$ cat config.mk
export PLATFORM = sky130hd
export DESIGN_NAME = munoc_burst_beat_gen
export DESIGN_NICKNAME = d
export VERILOG_FILES = /design/src/rtl/munoc_burst_beat_gen_pkg.sv /design/src/rtl/munoc_burst_beat_gen_cmd_queue.sv /design/src/rtl/munoc_burst_beat_gen.sv
export SDC_FILE = /design/constraint.sdc
export NUM_CORES = 1
export LEC_CHECK = 0
export BUFFER_PORTS_ARGS = -buffer_cell sky130_fd_sc_hd__buf_2
export CORE_MARGIN = 2
export CORE_UTILIZATION = 35
export DETAILED_ROUTE_END_ITERATION = 16
export PLACE_DENSITY = 0.64
export SLEW_MARGIN = 20
export SYNTH_ARGS = -nofsm -noshare
export SYNTH_HDL_FRONTEND = slang
export SYNTH_SLANG_ARGS = --single-unit
$ cat constraint.sdc
create_clock -name clk -period 5.5 [get_ports clk]
set_clock_uncertainty 0.15 [all_clocks]
set_input_delay 0.55 -clock clk [delete_from_list [all_inputs] [get_ports clk]]
set_output_delay 0.55 -clock clk [all_outputs]
set_load 0.05 [all_outputs]
$ cat src/rtl/munoc_burst_beat_gen_pkg.sv
// Shared definitions for the MUNOC burst beat generator: AXI field widths,
// burst codes, FSM state encoding and small constant helpers.
package munoc_burst_beat_gen_pkg;

    localparam int BW_AXI_ALEN   = 8;
    localparam int BW_AXI_ASIZE  = 3;
    localparam int BW_AXI_ABURST = 2;

    localparam logic [BW_AXI_ABURST-1:0] AXI_BURST_FIXED = 2'b00;
    localparam logic [BW_AXI_ABURST-1:0] AXI_BURST_INCR  = 2'b01;
    localparam logic [BW_AXI_ABURST-1:0] AXI_BURST_WRAP  = 2'b10;
    localparam logic [BW_AXI_ABURST-1:0] AXI_BURST_RSVD  = 2'b11;

    typedef enum logic [0:0] {
        ST_IDLE  = 1'b0,
        ST_BURST = 1'b1
    } beat_state_t;

    // ceil(log2(nb)); with nb a power of two this is the largest legal size code
    function automatic int log2_nb(input int nb);
        int r;
        r = 0;
        while ((1 << r) < nb) r++;
        return r;
    endfunction

    // WRAP bursts are only defined for 2, 4, 8 or 16 beats
    function automatic logic legal_wrap_len(input logic [BW_AXI_ALEN-1:0] len);
        return (len == BW_AXI_ALEN'(1)) || (len == BW_AXI_ALEN'(3)) ||
               (len == BW_AXI_ALEN'(7)) || (len == BW_AXI_ALEN'(15));
    endfunction

endpackage

$ cat src/rtl/munoc_burst_beat_gen_cmd_queue.sv
// Small synchronous command FIFO holding {addr,len,size,burst}; the head entry
// is always visible on the outputs so the beat generator can load it directly.
module munoc_cmd_queue
    import munoc_burst_beat_gen_pkg::*;
#(
    parameter int BW_ADDR   = 32,
    parameter int CMD_DEPTH = 2
) (
    input  logic                     clk,
    input  logic                     rstnn,
    input  logic                     i_push,
    input  logic [BW_ADDR-1:0]       i_addr,
    input  logic [BW_AXI_ALEN-1:0]   i_len,
    input  logic [BW_AXI_ASIZE-1:0]  i_size,
    input  logic [BW_AXI_ABURST-1:0] i_burst,
    input  logic                     i_pop,
    output logic [BW_ADDR-1:0]       o_addr,
    output logic [BW_AXI_ALEN-1:0]   o_len,
    output logic [BW_AXI_ASIZE-1:0]  o_size,
    output logic [BW_AXI_ABURST-1:0] o_burst,
    output logic                     o_full,
    output logic                     o_empty
);

    localparam int BW_ENTRY = BW_ADDR + BW_AXI_ALEN + BW_AXI_ASIZE + BW_AXI_ABURST;
    localparam int PW       = (CMD_DEPTH > 1) ? $clog2(CMD_DEPTH) : 1;
    localparam int CW       = $clog2(CMD_DEPTH + 1);

    logic [BW_ENTRY-1:0] r_mem [CMD_DEPTH];
    logic [PW-1:0]       r_wr_ptr;
    logic [PW-1:0]       r_rd_ptr;
    logic [CW-1:0]       r_count;

    function automatic logic [PW-1:0] ptr_inc(input logic [PW-1:0] p);
        return (p == PW'(CMD_DEPTH - 1)) ? '0 : p + PW'(1);
    endfunction

    // Storage needs no reset: occupancy is tracked by the pointers and count
    always_ff @(posedge clk) begin
        if (i_push) r_mem[r_wr_ptr] <= {i_addr, i_len, i_size, i_burst};
    end

    // Pointer and occupancy bookkeeping; the caller never pushes when full or pops when empty
    always_ff @(posedge clk or negedge rstnn) begin
        if (!rstnn) begin
            r_wr_ptr <= '0;
            r_rd_ptr <= '0;
            r_count  <= '0;
        end else begin
            if (i_push) r_wr_ptr <= ptr_inc(r_wr_ptr);
            if (i_pop)  r_rd_ptr <= ptr_inc(r_rd_ptr);
            case ({i_push, i_pop})
                2'b10:   r_count <= r_count + CW'(1);
                2'b01:   r_count <= r_count - CW'(1);
                default: r_count <= r_count;
            endcase
        end
    end

    assign {o_addr, o_len, o_size, o_burst} = r_mem[r_rd_ptr];
    assign o_full  = (r_count == CW'(CMD_DEPTH));
    assign o_empty = (r_count == '0);

endmodule

$ cat src/rtl/munoc_burst_beat_gen.sv
// AXI burst beat generator: queues AR/AW-style commands and expands each one
// into len+1 registered beat records (address, index, last, strobe, error).
module munoc_burst_beat_gen
    import munoc_burst_beat_gen_pkg::*;
#(
    parameter int BW_ADDR   = 32,
    parameter int BW_DATA   = 64,
    parameter int CMD_DEPTH = 2
) (
    input  logic                     clk,
    input  logic                     rstnn,
    input  logic                     cmd_valid,
    output logic                     cmd_ready,
    input  logic [BW_ADDR-1:0]       cmd_addr,
    input  logic [BW_AXI_ALEN-1:0]   cmd_len,
    input  logic [BW_AXI_ASIZE-1:0]  cmd_size,
    input  logic [BW_AXI_ABURST-1:0] cmd_burst,
    output logic                     beat_valid,
    input  logic                     beat_ready,
    output logic [BW_ADDR-1:0]       beat_addr,
    output logic [BW_AXI_ALEN-1:0]   beat_index,
    output logic                     beat_last,
    output logic [BW_DATA/8-1:0]     beat_strb,
    output logic                     beat_err,
    output logic                     idle
);

    localparam int NB = BW_DATA / 8;
    localparam int LOG2_NB = log2_nb(NB);
    localparam logic [BW_AXI_ASIZE-1:0] MAX_SIZE  = BW_AXI_ASIZE'(LOG2_NB);
    localparam logic [BW_ADDR-1:0]      LANE_MASK = BW_ADDR'(NB - 1);

    // FSM and active-burst registers
    beat_state_t               r_state;
    beat_state_t               w_state_next;
    logic [BW_ADDR-1:0]        r_beat_addr;
    logic [BW_AXI_ALEN-1:0]    r_beat_index;
    logic                      r_beat_last;
    logic [NB-1:0]             r_beat_strb;
    logic                      r_beat_err;
    logic [BW_AXI_ALEN-1:0]    r_len;
    logic [BW_AXI_ASIZE-1:0]   r_size;
    logic [BW_AXI_ABURST-1:0]  r_burst;
    logic [BW_ADDR-1:0]        r_wmask;

    // Queue interface
    logic                      w_q_full;
    logic                      w_q_empty;
    logic [BW_ADDR-1:0]        w_q_addr;
    logic [BW_AXI_ALEN-1:0]    w_q_len;
    logic [BW_AXI_ASIZE-1:0]   w_q_size;
    logic [BW_AXI_ABURST-1:0]  w_q_burst;
    logic                      w_push;
    logic                      w_pop;

    // Control
    logic                      w_cmd_fire;
    logic                      w_beat_fire;
    logic                      w_slot_free;
    logic                      w_load;
    logic                      w_bypass;
    logic                      w_advance;

    // Command being loaded: queue head, or the live command when the queue is empty
    logic [BW_ADDR-1:0]        w_src_addr;
    logic [BW_AXI_ALEN-1:0]    w_src_len;
    logic [BW_AXI_ASIZE-1:0]   w_src_size;
    logic [BW_AXI_ABURST-1:0]  w_src_burst;
    logic [BW_ADDR-1:0]        w_src_bytes;
    logic [BW_ADDR-1:0]        w_src_align;
    logic [BW_ADDR-1:0]        w_src_wmask;
    logic                      w_src_err;
    logic [NB-1:0]             w_src_strb;

    // Next beat of the active burst
    logic [BW_ADDR-1:0]        w_cur_bytes;
    logic [BW_ADDR-1:0]        w_cur_align;
    logic [BW_ADDR-1:0]        w_cur_incr;
    logic [BW_ADDR-1:0]        w_next_addr;
    logic [BW_ADDR-1:0]        w_next_align;
    logic [NB-1:0]             w_next_strb;

    munoc_cmd_queue #(
        .BW_ADDR   (BW_ADDR),
        .CMD_DEPTH (CMD_DEPTH)
    ) u_cmd_queue (
        .clk     (clk),
        .rstnn   (rstnn),
        .i_push  (w_push),
        .i_addr  (cmd_addr),
        .i_len   (cmd_len),
        .i_size  (cmd_size),
        .i_burst (cmd_burst),
        .i_pop   (w_pop),
        .o_addr  (w_q_addr),
        .o_len   (w_q_len),
        .o_size  (w_q_size),
        .o_burst (w_q_burst),
        .o_full  (w_q_full),
        .o_empty (w_q_empty)
    );

    assign cmd_ready   = ~w_q_full;
    assign w_cmd_fire  = cmd_valid & cmd_ready;
    assign w_beat_fire = beat_valid & beat_ready;
    // A command taken while nothing is queued skips the FIFO only if it loads now
    assign w_push      = w_cmd_fire & ~w_bypass;

    assign w_src_addr  = w_q_empty ? cmd_addr  : w_q_addr;
    assign w_src_len   = w_q_empty ? cmd_len   : w_q_len;
    assign w_src_size  = w_q_empty ? cmd_size  : w_q_size;
    assign w_src_burst = w_q_empty ? cmd_burst : w_q_burst;

    assign w_src_bytes = BW_ADDR'(1) << w_src_size;
    assign w_src_align = w_src_addr & ~(w_src_bytes - BW_ADDR'(1));
    assign w_src_wmask = ((BW_ADDR'(w_src_len) + BW_ADDR'(1)) << w_src_size) - BW_ADDR'(1);
    assign w_src_err   = (w_src_size > MAX_SIZE) ||
                         (w_src_burst == AXI_BURST_RSVD) ||
                         ((w_src_burst == AXI_BURST_WRAP) &&
                          (!legal_wrap_len(w_src_len) ||
                           ((w_src_addr & (w_src_bytes - BW_ADDR'(1))) != '0)));

    assign w_cur_bytes  = BW_ADDR'(1) << r_size;
    assign w_cur_align  = r_beat_addr & ~(w_cur_bytes - BW_ADDR'(1));
    assign w_cur_incr   = w_cur_align + w_cur_bytes;
    assign w_next_align = w_next_addr & ~(w_cur_bytes - BW_ADDR'(1));

    // Next-beat address; erroneous bursts walk like INCR
    always_comb begin
        w_next_addr = w_cur_incr;
        if (!r_beat_err) begin
            case (r_burst)
                AXI_BURST_FIXED: w_next_addr = r_beat_addr;
                AXI_BURST_WRAP:  w_next_addr = (r_beat_addr & ~r_wmask) | (w_cur_incr & r_wmask);
                default:         w_next_addr = w_cur_incr;
            endcase
        end
    end

    // Per-lane strobe: lanes from the address offset up to the end of the size container
    genvar gi;
    generate
        for (gi = 0; gi < NB; gi++) begin : g_lane
            assign w_src_strb[gi]  = (BW_ADDR'(gi) >= (w_src_addr & LANE_MASK)) &&
                                     (BW_ADDR'(gi) <= (w_src_align & LANE_MASK) + w_src_bytes - BW_ADDR'(1));
            assign w_next_strb[gi] = (BW_ADDR'(gi) >= (w_next_addr & LANE_MASK)) &&
                                     (BW_ADDR'(gi) <= (w_next_align & LANE_MASK) + w_cur_bytes - BW_ADDR'(1));
        end
    endgenerate

    // State register
    always_ff @(posedge clk or negedge rstnn) begin
        if (!rstnn) r_state <= ST_IDLE;
        else        r_state <= w_state_next;
    end

    // Next state: a free slot (idle, or last beat leaving) loads queue head, else bypasses a live command
    always_comb begin
        w_state_next = r_state;
        w_slot_free  = 1'b0;
        w_load       = 1'b0;
        w_pop        = 1'b0;
        w_bypass     = 1'b0;
        w_advance    = 1'b0;
        case (r_state)
            ST_IDLE: w_slot_free = 1'b1;
            ST_BURST: begin
                if (w_beat_fire) begin
                    if (r_beat_last) w_slot_free = 1'b1;
                    else             w_advance   = 1'b1;
                end
            end
            default: w_state_next = ST_IDLE;
        endcase
        if (w_slot_free) begin
            if (!w_q_empty) begin
                w_load       = 1'b1;
                w_pop        = 1'b1;
                w_state_next = ST_BURST;
            end else if (w_cmd_fire) begin
                w_load       = 1'b1;
                w_bypass     = 1'b1;
                w_state_next = ST_BURST;
            end else begin
                w_state_next = ST_IDLE;
            end
        end
    end

    // Beat record and burst context: load a new command or step to the next beat
    always_ff @(posedge clk or negedge rstnn) begin
        if (!rstnn) begin
            r_beat_addr  <= '0;
            r_beat_index <= '0;
            r_beat_last  <= 1'b0;
            r_beat_strb  <= '0;
            r_beat_err   <= 1'b0;
            r_len        <= '0;
            r_size       <= '0;
            r_burst      <= '0;
            r_wmask      <= '0;
        end else if (w_load) begin
            r_beat_addr  <= w_src_addr;
            r_beat_index <= '0;
            r_beat_last  <= (w_src_len == '0);
            r_beat_strb  <= w_src_err ? '0 : w_src_strb;
            r_beat_err   <= w_src_err;
            r_len        <= w_src_len;
            r_size       <= w_src_size;
            r_burst      <= w_src_burst;
            r_wmask      <= w_src_wmask;
        end else if (w_advance) begin
            r_beat_addr  <= w_next_addr;
            r_beat_index <= r_beat_index + BW_AXI_ALEN'(1);
            r_beat_last  <= ((r_beat_index + BW_AXI_ALEN'(1)) == r_len);
            // FIXED keeps the first-beat strobe, errors keep all lanes off
            if (r_beat_err)                     r_beat_strb <= '0;
            else if (r_burst != AXI_BURST_FIXED) r_beat_strb <= w_next_strb;
        end
    end

    assign beat_valid = (r_state == ST_BURST);
    assign beat_addr  = r_beat_addr;
    assign beat_index = r_beat_index;
    assign beat_last  = r_beat_last;
    assign beat_strb  = r_beat_strb;
    assign beat_err   = r_beat_err;
    assign idle       = (r_state == ST_IDLE) && w_q_empty;

endmodule

# ---- Yosys cells after proc, flatten, opt, wreduce, memory -nomap -nowiden
# Memory sizes are Yosys's and may differ from the RTL's.
# Index checks and enable logic that the tools add are counted.
dict set report totals {
  ff_bits 100
  ram_bits 90
  inputBits 49
  output_inout_bits 53
  wordCells 160
  mem_count 1
}
# name depth word_bits rd rd_ports_with_merged_regs wr line
set mem_list {}
lappend mem_list {u_cmd_queue.r_mem 2 45 1 0 1 munoc_burst_beat_gen_cmd_queue.sv:29} ;# logic [BW_ENTRY-1:0] r_mem [CMD_DEPTH];
dict set report op_classes {
  addsub 14
  order_cmp 33
  n_eq_ne 11
  shift 3
  n_mux 35
  bitwise 16
  reduce_logical 34
}
# cell n
set ops {}
lappend ops {{less-or-equal comparator 3 x 32 -> 1 bit (first input constant)} 8}
lappend ops {{subtractor 32 x 1 -> 32 bit (second input constant)} 5}
lappend ops {{AND 32 bit} 4}
lappend ops {{less-or-equal comparator 1 x 32 -> 1 bit (first input constant)} 4}
lappend ops {{less-or-equal comparator 2 x 32 -> 1 bit (first input constant)} 4}
lappend ops {{two-way mux 32 bit} 4}
lappend ops {{adder 3 x 32 -> 32 bit} 2}
lappend ops {{two-way mux 8 bit} 8}
lappend ops {{NOT 32 bit} 2}
lappend ops {{case mux 32 bit (2 select lines)} 1}
lappend ops {{<< shifter 1 x 3 -> 32 bit (first input constant)} 2}
lappend ops {{adder 32 bit} 1}
lappend ops {{bitwise OR 32 bit} 1}
lappend ops {{nonzero test 32 bit} 1}
lappend ops {{<< shifter 9 x 3 -> 32 bit} 1}
lappend ops {{greater-or-equal comparator 3 bit (first input constant)} 8}
lappend ops {{logical AND 1 bit} 18}
lappend ops {{two-way mux 1 bit} 18}
lappend ops {{greater-or-equal comparator 1 x 3 -> 1 bit (first input constant)} 4}
lappend ops {{greater-or-equal comparator 2 x 3 -> 1 bit (first input constant)} 4}
lappend ops {{== test 2 bit (second input constant)} 5}
lappend ops {{adder 8 x 1 -> 9 bit (second input constant)} 1}
lappend ops {{adder 8 x 1 -> 8 bit (second input constant)} 1}
lappend ops {{== test 8 x 1 -> 1 bit (second input constant)} 1}
lappend ops {{24 further kinds} 38}

# ---- Depth between registers and ports, before layout
# Gate-level depths: netlist of run 1.
dict set report logic_depth {
  depth_word 18
  ltp_mapped 29
  depth_no_buf 26
}

# ---- Cells and area by module
# Synthesis of run 1 repeated with hierarchy kept, for this count alone.
dict set report hier_totals {
  hier_cells 1346
  area_unflattened_um2 12952.4
}
# module instances cells_per_inst area_each_um2 seq_area_each_um2
set modules_own_cells {}
lappend modules_own_cells {munoc_burst_beat_gen 1 1190 9321.4 2377.3}
lappend modules_own_cells {munoc_cmd_queue 1 156 3631.0 2802.7}

# ---- Worst setup path before layout of run 1
# No wires, ideal clock.
dict set report synth_path {
  path_type {flip-flop to flip-flop}
  startpoint {register r_size[0]}
  endpoint {register r_beat_strb[2] (netlist: beat_strb[2])}
  setup_ns 0.082
  arrival_ns 5.209
  t_required_ns 5.268
  setup_slack_ns 0.059
  path_stages_with_launch 30
  n_path_buf 3
  period_less_slack_ns 5.441
  path_cell_list {dfrtp_1 > clkbuf_1 > clkbuf_1 > buf_1 > xnor2_1 > nor3_1 > ha_1 > nor2_1 > a211o_1 > a21oi_1 > a21oi_1 > nor3_1 > a21oi_1 > nand2b_1 > ha_1 > inv_1 > ha_1 > a21o_1 > a21oi_1 > nor2_1 > o31ai_1 > nor2_1 > o21ai_0 > ha_1 > nor4b_1 > and4_1 > nand3_1 > nor2_1 > or3_1 > a31oi_1}
}
dict set report synth_between {
  elab_chain_len 18
  word_cells_on_any_way 19
  cone_classes {add/sub (4); order compare (2); shift (1); mux (6); bitwise (5); reduce/logical (1)}
}
# element line
set synth_lines {}
lappend synth_lines {{start, declared} munoc_burst_beat_gen.sv:42} ;# logic [BW_AXI_ASIZE-1:0] r_size;
lappend synth_lines {{start signal, assigned} munoc_burst_beat_gen.sv:209} ;# r_size <= w_src_size;
lappend synth_lines {{<< shifter 1 x 3 -> 32 bit (*)} munoc_burst_beat_gen.sv:123} ;# assign w_cur_bytes = BW_ADDR'(1) << r_size;
lappend synth_lines {{subtractor 32 x 1 -> 32 bit} munoc_burst_beat_gen.sv:126} ;# assign w_next_align = w_next_addr & ~(w_cur_bytes - BW_ADDR'(1));
lappend synth_lines {{NOT 32 bit} munoc_burst_beat_gen.sv:126}
lappend synth_lines {{AND 32 bit} munoc_burst_beat_gen.sv:124} ;# assign w_cur_align = r_beat_addr & ~(w_cur_bytes - BW_ADDR'(1));
lappend synth_lines {{adder 32 bit} munoc_burst_beat_gen.sv:125} ;# assign w_cur_incr = w_cur_align + w_cur_bytes;
lappend synth_lines {{AND 32 bit} munoc_burst_beat_gen.sv:134} ;# AXI_BURST_WRAP: w_next_addr = (r_beat_addr & ~r_wmask) | (w_cur_incr & r_wmask);
lappend synth_lines {{bitwise OR 32 bit} munoc_burst_beat_gen.sv:134}
lappend synth_lines {{case mux 32 bit (2 select lines)} munoc_burst_beat_gen.sv:132} ;# case (r_burst)
lappend synth_lines {{(+2 left out)} --}
lappend synth_lines {{adder 3 x 32 -> 32 bit} munoc_burst_beat_gen.sv:147} ;# (BW_ADDR'(gi) <= (w_next_align & LANE_MASK) + w_cur_bytes - BW_ADDR'(1));
lappend synth_lines {{subtractor 32 x 1 -> 32 bit} munoc_burst_beat_gen.sv:147}
lappend synth_lines {{less-or-equal comparator 2 x 32 -> 1 bit} munoc_burst_beat_gen.sv:147}
lappend synth_lines {{logical AND 1 bit (*)} munoc_burst_beat_gen.sv:146} ;# assign w_next_strb[gi] = (BW_ADDR'(gi) >= (w_next_addr & LANE_MASK)) &&
lappend synth_lines {{two-way mux 8 bit (*)} munoc_burst_beat_gen.sv:218} ;# else if (r_burst != AXI_BURST_FIXED) r_beat_strb <= w_next_strb;
lappend synth_lines {{two-way mux 8 bit (*)} munoc_burst_beat_gen.sv:217} ;# if (r_beat_err) r_beat_strb <= '0;
lappend synth_lines {{two-way mux 8 bit (*)} munoc_burst_beat_gen.sv:212} ;# end else if (w_advance) begin
lappend synth_lines {{two-way mux 8 bit (*)} munoc_burst_beat_gen.sv:202} ;# end else if (w_load) begin
lappend synth_lines {{end signal, assigned} munoc_burst_beat_gen.sv:206} ;# r_beat_strb <= w_src_err ? '0 : w_src_strb;
lappend synth_lines {{end signal, assigned} munoc_burst_beat_gen.sv:218}
lappend synth_lines {{end, declared} munoc_burst_beat_gen.sv:39} ;# logic [NB-1:0] r_beat_strb;
# Every way passes the cells marked *; elsewhere a longest branch is shown, timed or not. The select of a mux whose other input is x is not followed.
# A chain may end at the register's enable or synchronous reset.

# ---- Worst setup path in the final report of run 1
dict set report layout_path {
  startpoint {register r_size[2]}
  endpoint {register r_beat_strb[2] (netlist: beat_strb[2])}
}
# Same word-level chain as after synthesis.

==> results.md, run 1 <==
- Status: finished, final reports clean
- Wire length on met2: 16,400 um
- Finished Layout Cells: 1,783
- Worst hold path type: input pin to register
- Clock buffer depth: 2
- Share of cells above drive strength 1: 16.9%
- TritonCTS Sinks: 189
- First-pass GRT wire length: 54,300 um
- Clk root buf: clkbuf_16
- Element type at the critical path end: register
- Vias/cell: 5.68
- Syn nets: 1,331
- Die area: 34,900 um^2
- WHS Endpoint: u_cmd_queue.r_mem[0][16]$_DFFE_PP_
- Worst Hold Launch: cmd_addr[3]
- Peak supply drop: 0.278 mV
- P_leak: 5.52 nW
- GRT Overall Usage: 19.7%
- Final setup fails: 0
- Max-slew headroom: 34.2%
- Pin count of the biggest net entering global routing: 57
- Minimum clock period: 5110 ps
- 1st-pass router iterations: 6
- Vias in the first global route: 9,478
- Crit share post-route: 92.8%
- Die Ht: 187 um
- Main flop type after synthesis: dfrtp_1
- WL final: 34,300 um
- Site Rows: 66
- CTS Buf Count: 17
- # fillers: 3,274
- Diode count: 0
- Cell Area, Synth: 11,700 um^2
- Net switching fraction of the power: 51.2%
- Total placed cells including tap cells: 1,747
- Hold Vio Cnt, Final: 0
- Fmax: 196 MHz
- Reg clk slew, reported paths: 70 ps
- DR WL met3: 1980 um
- Reg2reg start: r_size[2]$_DFFE_PN0P_
- Seq/Total Area, Yosys: 44.2%
- CP dominant cell by count: nor2_1
- Worst-case reg-to-reg path depth: 26
- Pint: 4.70 mW
- Nets: 1,415
- Total gr overflow: 0
- Layout area overhead: 14.3%
- I/O Pins: 102
- Hpwl dp: 24,800 um
- Crit Path Class: register to register
- DRT iter0 DRCs: 779
- Clk pwr share: 12.7%
- Slowest cell on the critical path: dfrtp_1
- Yosys reg bits: 189
- Initial Utilization: 35.8%
- Per-cell routed wire length: 19.2 um
- Final TNS setup: 0 ps
- Synth Instances: 1,244
- PD cells: 720 nW/um^2
- Crit path max-delay family: simple AND/OR/NAND/NOR gates
- Vias: 10,100
- Core box area: 32,700 um^2
- Switch Pwr: 4.93 mW
- Final Slew Violations: 0
- Yosys warns: 0
- Post-synth cell types: 78
- Max Cap Viol: 0
- Worst-Skew Late Latency: 460 ps
- Met1 wire length: 15,000 um
- Worst slew pin tran: 984 ps
- Critical Path RT: 5720 ps
- Top routing layer in use: met4
- Port bufs: 101
- Total power: 9.64 mW
- Reg2reg setup slack: 390 ps
- CP max FO: 16
- Htree depth: 4
- Initial antenna violation count: 0
- Post-DRT Antenna Nets: 0
- R2r endpoint: beat_strb[2]$_DFFE_PN0P_
- GPL Wtd Cong: 0.935
- Sequential Power Share: 24.3%
- Hold Path Stages: 1
- Worst Path Buf+Inv: 2
- Logic pwr share: 63.1%
- TritonCTS clock tree: yes
- Average size of a mapped cell: 9.41 um^2
- Startpoint Class: register
- Critical path arrival: 5320 ps
- Asr flop ratio synth: 52.4%
- DR DRC count: 0
- CP peak stage delay: 400 ps
- Die width: 187 um
- Post-synth EDFFs: 90
==> cell type report <==
type	instances	area, um^2	area share, %
Timing Repair Buffer	139	796	5.95
Multi-Input combinational cell	950	6170	46.1
Inverter	31	116	0.869
Clock buffer	19	443	3.31
Tap cell	442	553	4.13
Clock inverter	13	125	0.935
Sequential cell	189	5180	38.7
==> placed cells by master (no fill, tap or decap), types with 6 or more instances in the layout <==
cell type,netlist,layout
and3_1,9,9
edfxtp_1,90,90
xor2_1,19,19
nor3b_1,8,8
o22ai_1,9,9
a221oi_1,12,12
buf_4,0,38
nor3_1,45,43
nand2_1,121,121
inv_1,29,29
o21ai_0,125,123
xnor2_1,25,25
o31ai_1,13,12
a21o_1,29,29
dfrtp_1,99,98
nor2b_1,6,6
buf_2,10,100
nor4b_1,8,8
mux2i_1,51,51
ha_1,36,35
nor4_1,6,6
a21oi_1,69,67
nand3_1,19,19
and2_1,12,12
nand4_1,16,16
nor2_1,114,109
a211oi_1,11,11
o211ai_1,20,20
a31oi_1,23,23
a22oi_1,6,6
mux2_2,24,24
o221ai_1,6,6
nand2b_1,9,9
clkbuf_16,0,17
a211o_1,6,6
or2_2,5,6
==> worst max-delay path by stage <==
stage | start | endpoint | slack [ps] | cells past startpoint
2_1_floorplan | r_size[0]$_DFFE_PN0P_ | beat_strb[2]$_DFFE_PN0P_ | 60 | 29
4_1_cts | r_size[0]$_DFFE_PN0P_ | beat_strb[2]$_DFFE_PN0P_ | 260 | 26
5_1_grt | r_size[2]$_DFFE_PN0P_ | beat_strb[3]$_DFFE_PN0P_ | -20 | 26
3_5_place_dp | r_size[2]$_DFFE_PN0P_ | beat_strb[2]$_DFFE_PN0P_ | 280 | 26
3_3_place_gp | r_size[2]$_DFFE_PN0P_ | beat_strb[2]$_DFFE_PN0P_ | 480 | 26
6_report | r_size[2]$_DFFE_PN0P_ | beat_strb[2]$_DFFE_PN0P_ | 390 | 26
==> power groups by stage <==
| stage | Combinational (mW) | Clock (mW) | Sequential, mW |
|---|---|---|---|
| detailed placement | 5.97 | 0 | 2.36 |
| finish | 6.08 | 1.22 | 2.34 |
| global placement | 5.90 | 0 | 2.34 |
| floorplan | 3.94 | 0 | 2.75 |
| CTS | 6.00 | 1.25 | 2.33 |
| global route | 6.67 | 1.30 | 2.40 |
==> layer usage <==
layer	up-vias	track usage (%)
met5	-	0
met4	0	7.33
met3	46	4.00
met2	315	32.2
met1	4954	25.9
li1	4820	-
==> cells by family (layout without fill, tap and decap cells) <==
family | Yosys count | in the layout | synth area share [%]
mux | 76 | 76 | 6.80
fa+ha+maj | 38 | 38 | 4.19
buf+inv | 105 | 202 | 3.60
compound gates | 391 | 391 | 21.5
simple gates | 400 | 400 | 16.2
xor+xnor | 45 | 45 | 3.43
flops | 189 | 189 | 44.2
==> state kept, by name, summed over array words and instances, names as in the netlist, 2 cells and up <==
signal / count
beat_addr: 32
beat_index: 8
r_len: 8
u_cmd_queue.r_mem: 90
r_burst: 2
r_size: 3
beat_strb: 8
r_wmask: 31
u_cmd_queue.r_count: 2
==> what timing repair did <==
item	in CTS	in global routing
hold buffers	1	0
setup endpoints to repair	0	7
resized for setup	0	6
hold endpoints to repair	43	0
buffers inserted	0	3
==> per-stage QoR <==
| stage | worst slack [ps] | util, % | instance area [um^2] | hold slack [ps] |
|---|---|---|---|---|
| finish | 395 | 40.9 | 13400 | 135 |
| global route | -23.0 | 40.9 | 13400 | 127 |
| CTS | 258 | 40.8 | 13300 | 120 |
| detailed placement | 284 | 39.0 | 12800 | 311 |
| global placement | 481 | 39.0 | 12800 | 303 |
| floorplan | 59.0 | - | 11700 | 104 |
==> synth_stat cells, drive strengths merged, types with 13 or more instances <==
library cell  number  share of area, %
xor2              19               1.4
a21o              29               1.9
a31oi             23               1.2
o21ai            129               5.5
nor3              46               2.0
clkbuf            54               1.7
mux2              25               2.4
a21oi             69               2.9
ha                36               3.8
buf               20              0.88
edfxtp            90                23
dfrtp             99                21
xnor2             26               2.0
mux2i             51               4.4
inv               30              0.96
nor2             115               3.7
nand3             19              0.81
nand2            121               3.9
o31ai             13              0.83
o211ai            20               1.3
nand4             16              0.86
(Power assumes the default switching activity.)
==> run 2, diff against run 1 <==
--- a/config.mk
+++ b/config.mk
@@ -7,9 +7,9 @@
 export LEC_CHECK = 0
 export BUFFER_PORTS_ARGS = -buffer_cell sky130_fd_sc_hd__buf_2
 export CORE_MARGIN = 2
-export CORE_UTILIZATION = 35
+export CORE_UTILIZATION = 55
 export DETAILED_ROUTE_END_ITERATION = 16
-export PLACE_DENSITY = 0.64
+export PLACE_DENSITY = 0.88
 export SLEW_MARGIN = 20
 export SYNTH_ARGS = -nofsm -noshare
 export SYNTH_HDL_FRONTEND = slang
==> results.md, run 2 (synthesis results as in run 1) <==
- Worst slew pin tran: 1030 ps (was 984 ps)
- WL final: 32,700 um (was 34,300 um)
- Nets: 1,409 (was 1,415)
- Startpoint Class: register (unchanged)
- Hpwl dp: 22,900 um (was 24,800 um)
- Critical Path RT: 5730 ps (was 5720 ps)
- Die area: 22,500 um^2 (was 34,900 um^2)
- Share of cells above drive strength 1: 16.6% (was 16.9%)
- Max-slew headroom: 31.0% (was 34.2%)
- TritonCTS clock tree: yes (unchanged)
- Final core utilization: 63.0% (was 40.9%)
- Post-CTS Setup Inserts: 0 (unchanged)
- Top reg by flops: u_cmd_queue.r_mem (unchanged)
- Final setup fails: 0 (unchanged)
- Site Rows: 53 (was 66)
- Minimum clock period: 5210 ps (was 5110 ps)
- Crit path capture: r_wmask[22]$_DFFE_PN0P_ (was beat_strb[2]$_DFFE_PN0P_)
- CP peak stage delay: 610 ps (was 400 ps)
- Initial antenna violation count: 0 (unchanged)
- Die width: 150 um (was 187 um)
- First-pass GRT wire length: 52,700 um (was 54,300 um)
- DR DRC count: 0 (unchanged)
- Core box area: 21,000 um^2 (was 32,700 um^2)
- Diode count: 0 (unchanged)
- R2r endpoint: r_wmask[22]$_DFFE_PN0P_ (was beat_strb[2]$_DFFE_PN0P_)
- Final Slew Violations: 0 (unchanged)
- TritonCTS Sinks: 189 (unchanged)
- I/O Pins: 102 (unchanged)
- Post-DRT Antenna Nets: 0 (unchanged)
- Reg2reg start: u_cmd_queue.r_count[0]$_DFFE_PN0P_ (was r_size[2]$_DFFE_PN0P_)
- Port bufs: 101 (unchanged)
- Crit Path Class: register to register (unchanged)
- Pin count of the biggest net entering global routing: 93 (was 57)
- Commonest non-fill, non-tap cell in the layout: o21ai_0 (unchanged)
- Vias in the first global route: 10,200 (was 9,478)
- Layout area overhead: 12.8% (was 14.3%)
- Worst hold path type: input pin to register (unchanged)
- Commonest cells after routing, fill and taps aside: o21ai_0, nand2_1, nor2_1 (unchanged)
- Vias/cell: 6.54 (was 5.68)
- CP Cell Sequence: or2_2 -> a21o_1 -> inv_1 -> ha_1 -> inv_1 -> a211o_1 -> or4_4 -> xnor2_2 -> a211oi_1 -> a2111oi_0 -> o211ai_1 -> nand4b_1 -> nor3_4 -> a21o_1
- Max FFs per register: 90 (unchanged)
- # fillers: 1,715 (was 3,274)
- Element type at the critical path end: register (unchanged)
- Initial Utilization: 55.9% (was 35.8%)
- Fmax: 192 MHz (was 196 MHz)
- Critical path arrival: 5440 ps (was 5320 ps)
- CTS Buf Count: 17 (unchanged)
- GRT Overall Usage: 29.8% (was 19.7%)
- Htree depth: 4 (unchanged)
- Vias: 10,500 (was 10,100)
- Clk root buf: clkbuf_16 (unchanged)
- Clock buffer depth: 2 (unchanged)
- Slowest cell on the critical path: a2111oi_0 (was dfrtp_1)
- Beginning of the critical path: u_cmd_queue.r_count[0]$_DFFE_PN0P_ (was r_size[2]$_DFFE_PN0P_)
- 1st-pass router iterations: 6 (unchanged)
- Status: finished, final reports clean (unchanged)
- Reg2reg setup slack: 290 ps (was 390 ps)
- Worst-case reg-to-reg path depth: 14 (was 26)
- Reg clk slew, reported paths: 90 ps (was 70 ps)
- CP max FO: 20 (was 16)
- Final TNS setup: 0 ps (unchanged)
- Per-cell routed wire length: 20.3 um (was 19.2 um)
- Max Cap Viol: 0 (unchanged)
- RSZ-0062 raised after global routing: yes
- DRT iter0 DRCs: 1,337 (was 779)
- Die Ht: 150 um (was 187 um)
- Hold Vio Cnt, Final: 0 (unchanged)
- Total gr overflow: 0 (unchanged)
- Crit share post-route: 94.7% (was 92.8%)
- GPL Wtd Cong: 0.962 (was 0.935)
- Worst-Skew Late Latency: 450 ps (was 460 ps)
==> run 2: cell count changes in the layout (fill, tap and decap cells not counted), sizes merged <==
cell	previous run	this run
inv	37	39
clkbuf	19	17
buf	138	132
==> run 2: worst min-delay path by stage <==
stage,depth (start not counted),slack [ps],to,start
6_report,1,150,u_cmd_queue.r_mem[1][42]$_DFFE_PP_,cmd_addr[29]
5_1_grt,1,140,u_cmd_queue.r_mem[1][31]$_DFFE_PP_,cmd_addr[18]
4_1_cts,1,140,u_cmd_queue.r_mem[0][42]$_DFFE_PP_,cmd_addr[29]
3_5_place_dp,1,310,r_wmask[20]$_DFFE_PN0P_,r_wmask[20]$_DFFE_PN0P_
3_3_place_gp,1,310,r_wmask[20]$_DFFE_PN0P_,r_wmask[20]$_DFFE_PN0P_
2_1_floorplan,0,100,beat_addr[0]$_DFFE_PN0P_,rstnn
==> run 2: final cells by class <==
class | count | area, um^2 | area share [%]
clock buffer | 17 | 425 | 3.22
clock inverter | 15 | 203 | 1.54
inverter | 31 | 116 | 0.882
multi-input combinational | 950 | 6180 | 46.8
sequential | 189 | 5180 | 39.3
tap | 275 | 344 | 2.61
timing repair buffer | 133 | 751 | 5.69
==> run 2: per-layer routing <==
layer | wire, um | vias to the layer above | global-route usage [%]
met5 | 0 | - | 0
met4 | 1490 | 0 | 15.7
met3 | 2710 | 122 | 5.15
met2 | 15800 | 568 | 49.5
met1 | 12800 | 5007 | 37.1
li1 | - | 4833 | -
==> run 2: critical path: cells and delay by family (launching register included) <==
family                   cells  cell delay [ps]
AO/OA/AOI/OAI                6             1840
adder cells (fa/ha/maj)      1              320
XOR/XNOR                     1              230
buffers and inverters        2              220
flip-flops                   1              580
AND/OR/NAND/NOR              4             1800
==> run 2: metrics by stage <==
step           area, um^2  std cells  setup WS [ps]  hold slack (ps)
2_1_floorplan       11700       1244           59.0              104
3_3_place_gp        12500       1577            493              307
3_5_place_dp        12500       1577            328              311
4_1_cts             13200       1610            288              141
5_1_grt             13200       1610          -18.4              137
6_report            13200       1610            293              147
==> run 2: repair_timing <==
action / 4_1_cts / 5_1_grt
hold endpoints to repair: 29 / 0
hold buffers: 1 / 0
setup endpoints to repair: 0 / 14
resized for setup: 0 / 7
Power of run 2 is not shown: default switching activity piles up to over one toggle a cycle in this logic, so the estimate is an artifact.
==> run 3, diff against run 2 <==
--- a/config.mk
+++ b/config.mk
@@ -5,11 +5,12 @@
 export SDC_FILE = /design/constraint.sdc
 export NUM_CORES = 1
 export LEC_CHECK = 0
-export BUFFER_PORTS_ARGS = -buffer_cell sky130_fd_sc_hd__buf_2
+export CAP_MARGIN = 20
 export CORE_MARGIN = 2
-export CORE_UTILIZATION = 55
+export CORE_UTILIZATION = 59
 export DETAILED_ROUTE_END_ITERATION = 16
-export PLACE_DENSITY = 0.88
+export DONT_BUFFER_PORTS = 1
+export PLACE_DENSITY = 0.89
 export SLEW_MARGIN = 20
 export SYNTH_ARGS = -nofsm -noshare
 export SYNTH_HDL_FRONTEND = slang
==> results.md, run 3 (synthesis results as in run 1) <==
- Diode count: 0 (unchanged)
- Clock buffer depth: 2 (unchanged)
- Worst Hold Launch: cmd_addr[8] (was cmd_addr[29])
- Commonest cells after routing, fill and taps aside: o21ai_0, nand2_1, nor2_1 (unchanged)
- Element type at the critical path end: register (unchanged)
- GPL Wtd Cong: 1.03 (was 0.962)
- 1st-pass router iterations: 7 (was 6)
- GRT Overall Usage: 31.9% (was 29.8%)
- Die area: 21,000 um^2 (was 22,500 um^2)
- Critical path arrival: 5370 ps (was 5440 ps)
- Beginning of the critical path: r_size[2]$_DFFE_PN0P_ (was u_cmd_queue.r_count[0]$_DFFE_PN0P_)
- Post-DRT Antenna Nets: 0 (unchanged)
- Total gr overflow: 0 (unchanged)
- Max FFs per register: 90 (unchanged)
- Nets: 1,313 (was 1,409)
- Vias: 10,400 (was 10,500)
- Reg2reg start: r_size[2]$_DFFE_PN0P_ (was u_cmd_queue.r_count[0]$_DFFE_PN0P_)
- Reg clk slew, reported paths: 90 ps (about the same)
- Worst hold path type: input pin to register (unchanged)
- Hold Vio Cnt, Final: 0 (unchanged)
- CP peak stage delay: 400 ps (was 610 ps)
- Final setup fails: 0 (unchanged)
- Initial antenna violation count: 0 (unchanged)
- Vias in the first global route: 9,942 (was 10,200)
- Final Slew Violations: 0 (unchanged)
- Site Rows: 51 (was 53)
- Commonest non-fill, non-tap cell in the layout: o21ai_0 (unchanged)
- Share of cells above drive strength 1: 9.93% (was 16.6%)
- Core box area: 19,500 um^2 (was 21,000 um^2)
- Fmax: 194 MHz (was 192 MHz)
- Hpwl dp: 22,500 um (was 22,900 um)
- Pin count of the biggest net entering global routing: 100 (was 93)
- Worst slew pin tran: 940 ps (was 1030 ps)
- Worst-Skew Late Latency: 450 ps (about the same)
- Max Cap Viol: 0 (unchanged)
- Layout area overhead: 8.61% (was 12.8%)
- Minimum clock period: 5160 ps (was 5210 ps)
- Max-slew headroom: 35.5% (was 31.0%)
- WL final: 32,700 um (about the same)
- DR DRC count: 0 (unchanged)
- I/O Pins: 102 (unchanged)
- Htree depth: 4 (unchanged)
- Port bufs: 0 (was 101)
- Status: finished, final reports clean (unchanged)
- TritonCTS Sinks: 189 (unchanged)
- CTS Buf Count: 17 (unchanged)
- First-pass GRT wire length: 52,100 um (was 52,700 um)
- Per-cell routed wire length: 21.8 um (was 20.3 um)
- CP max FO: 16 (was 20)
- Die width: 145 um (was 150 um)
- Critical Path RT: 5710 ps (was 5730 ps)
- Top reg by flops: u_cmd_queue.r_mem (unchanged)
- Startpoint Class: register (unchanged)
- Vias/cell: 6.92 (was 6.54)
- DRT iter0 DRCs: 1,615 (was 1,337)
- Die Ht: 145 um (was 150 um)
- TritonCTS clock tree: yes (unchanged)
- Crit Path Class: register to register (unchanged)
- Crit share post-route: 93.9% (was 94.7%)
- Slowest cell on the critical path: dfrtp_1 (was a2111oi_0)
- Initial Utilization: 60.1% (was 55.9%)
- Final core utilization: 65.3% (was 63.0%)
- Clk root buf: clkbuf_16 (unchanged)
## run 3: changes by cell type in the layout (fill, tap and decap cells not counted)
cell     before  now
nor2_2        2    3
nor3_4        1    0
buf_2       100    0
buf_4        32   35
inv_12        3    4
a21oi_2       2    1
a21oi_1      67   68
buf_16        0    1
inv_16        1    0
mux2i_1      50   51
nor3_2        1    2
nor2_4        4    3
mux2i_2       1    0
## run 3: worst paths after layout
kind,endpoint,slack (ps),cells past startpoint
max,beat_strb[2]$_DFFE_PN0P_,340,26
min,u_cmd_queue.r_mem[0][21]$_DFFE_PP_,30,0
max reg2reg,beat_strb[2]$_DFFE_PN0P_,340,26
min reg2reg,r_wmask[23]$_DFFE_PN0P_,330,1
max in group asynchronous,u_cmd_queue.r_rd_ptr$_DFFE_PN0P_,4210,2
min in group asynchronous,beat_addr[30]$_DFFE_PN0P_,530,2
## run 3: cell type report
class	instances	area (um^2)
Inverter	31	116
Clock inverter	15	199
Sequential cell	189	5180
Multi-Input combinational cell	950	6160
Fill cell	1440	6750
Clock buffer	17	425
Timing Repair Buffer	37	300
Tap cell	265	332
## run 3: critical path, delay by kind of cell (launching register included)
kind	cells	cell delay, ps
adder cells (fa/ha/maj)	4	1080
buffers and inverters	2	250
AND/OR/NAND/NOR	11	1710
AO/OA/AOI/OAI	9	1520
flip-flops	1	400
## run 3: repair_timing
action	in CTS	in global routing
setup buffers	0	1
gates resized for setup	0	4
hold endpoints to repair	99	0
hold buffers	2	0
endpoints found under the setup margin	0	7
## run 3: per-layer routing
layer	vias up	track usage (%)	share of wire (%)
li1	4622	-	-
met1	4911	39.1	36
met2	725	51.4	47
met3	148	7.73	11
met4	0	18.9	5.5
met5	-	0	0
## run 3: through the flow
stage / cells / area, um^2 / hold slack [ps] / TNS, ps / worst slack (ps)
6_report: 1504 / 12700 / 33.8 / 0 / 338
4_1_cts: 1503 / 12700 / 35.5 / 0 / 279
2_1_floorplan: 1244 / 11700 / 104 / 0 / 59.0
3_3_place_gp: 1469 / 12000 / 109 / 0 / 478
5_1_grt: 1504 / 12700 / 24.7 / -6.51 / -6.51
3_5_place_dp: 1469 / 12000 / 110 / 0 / 280
Power of run 3 is left out for the same reason.
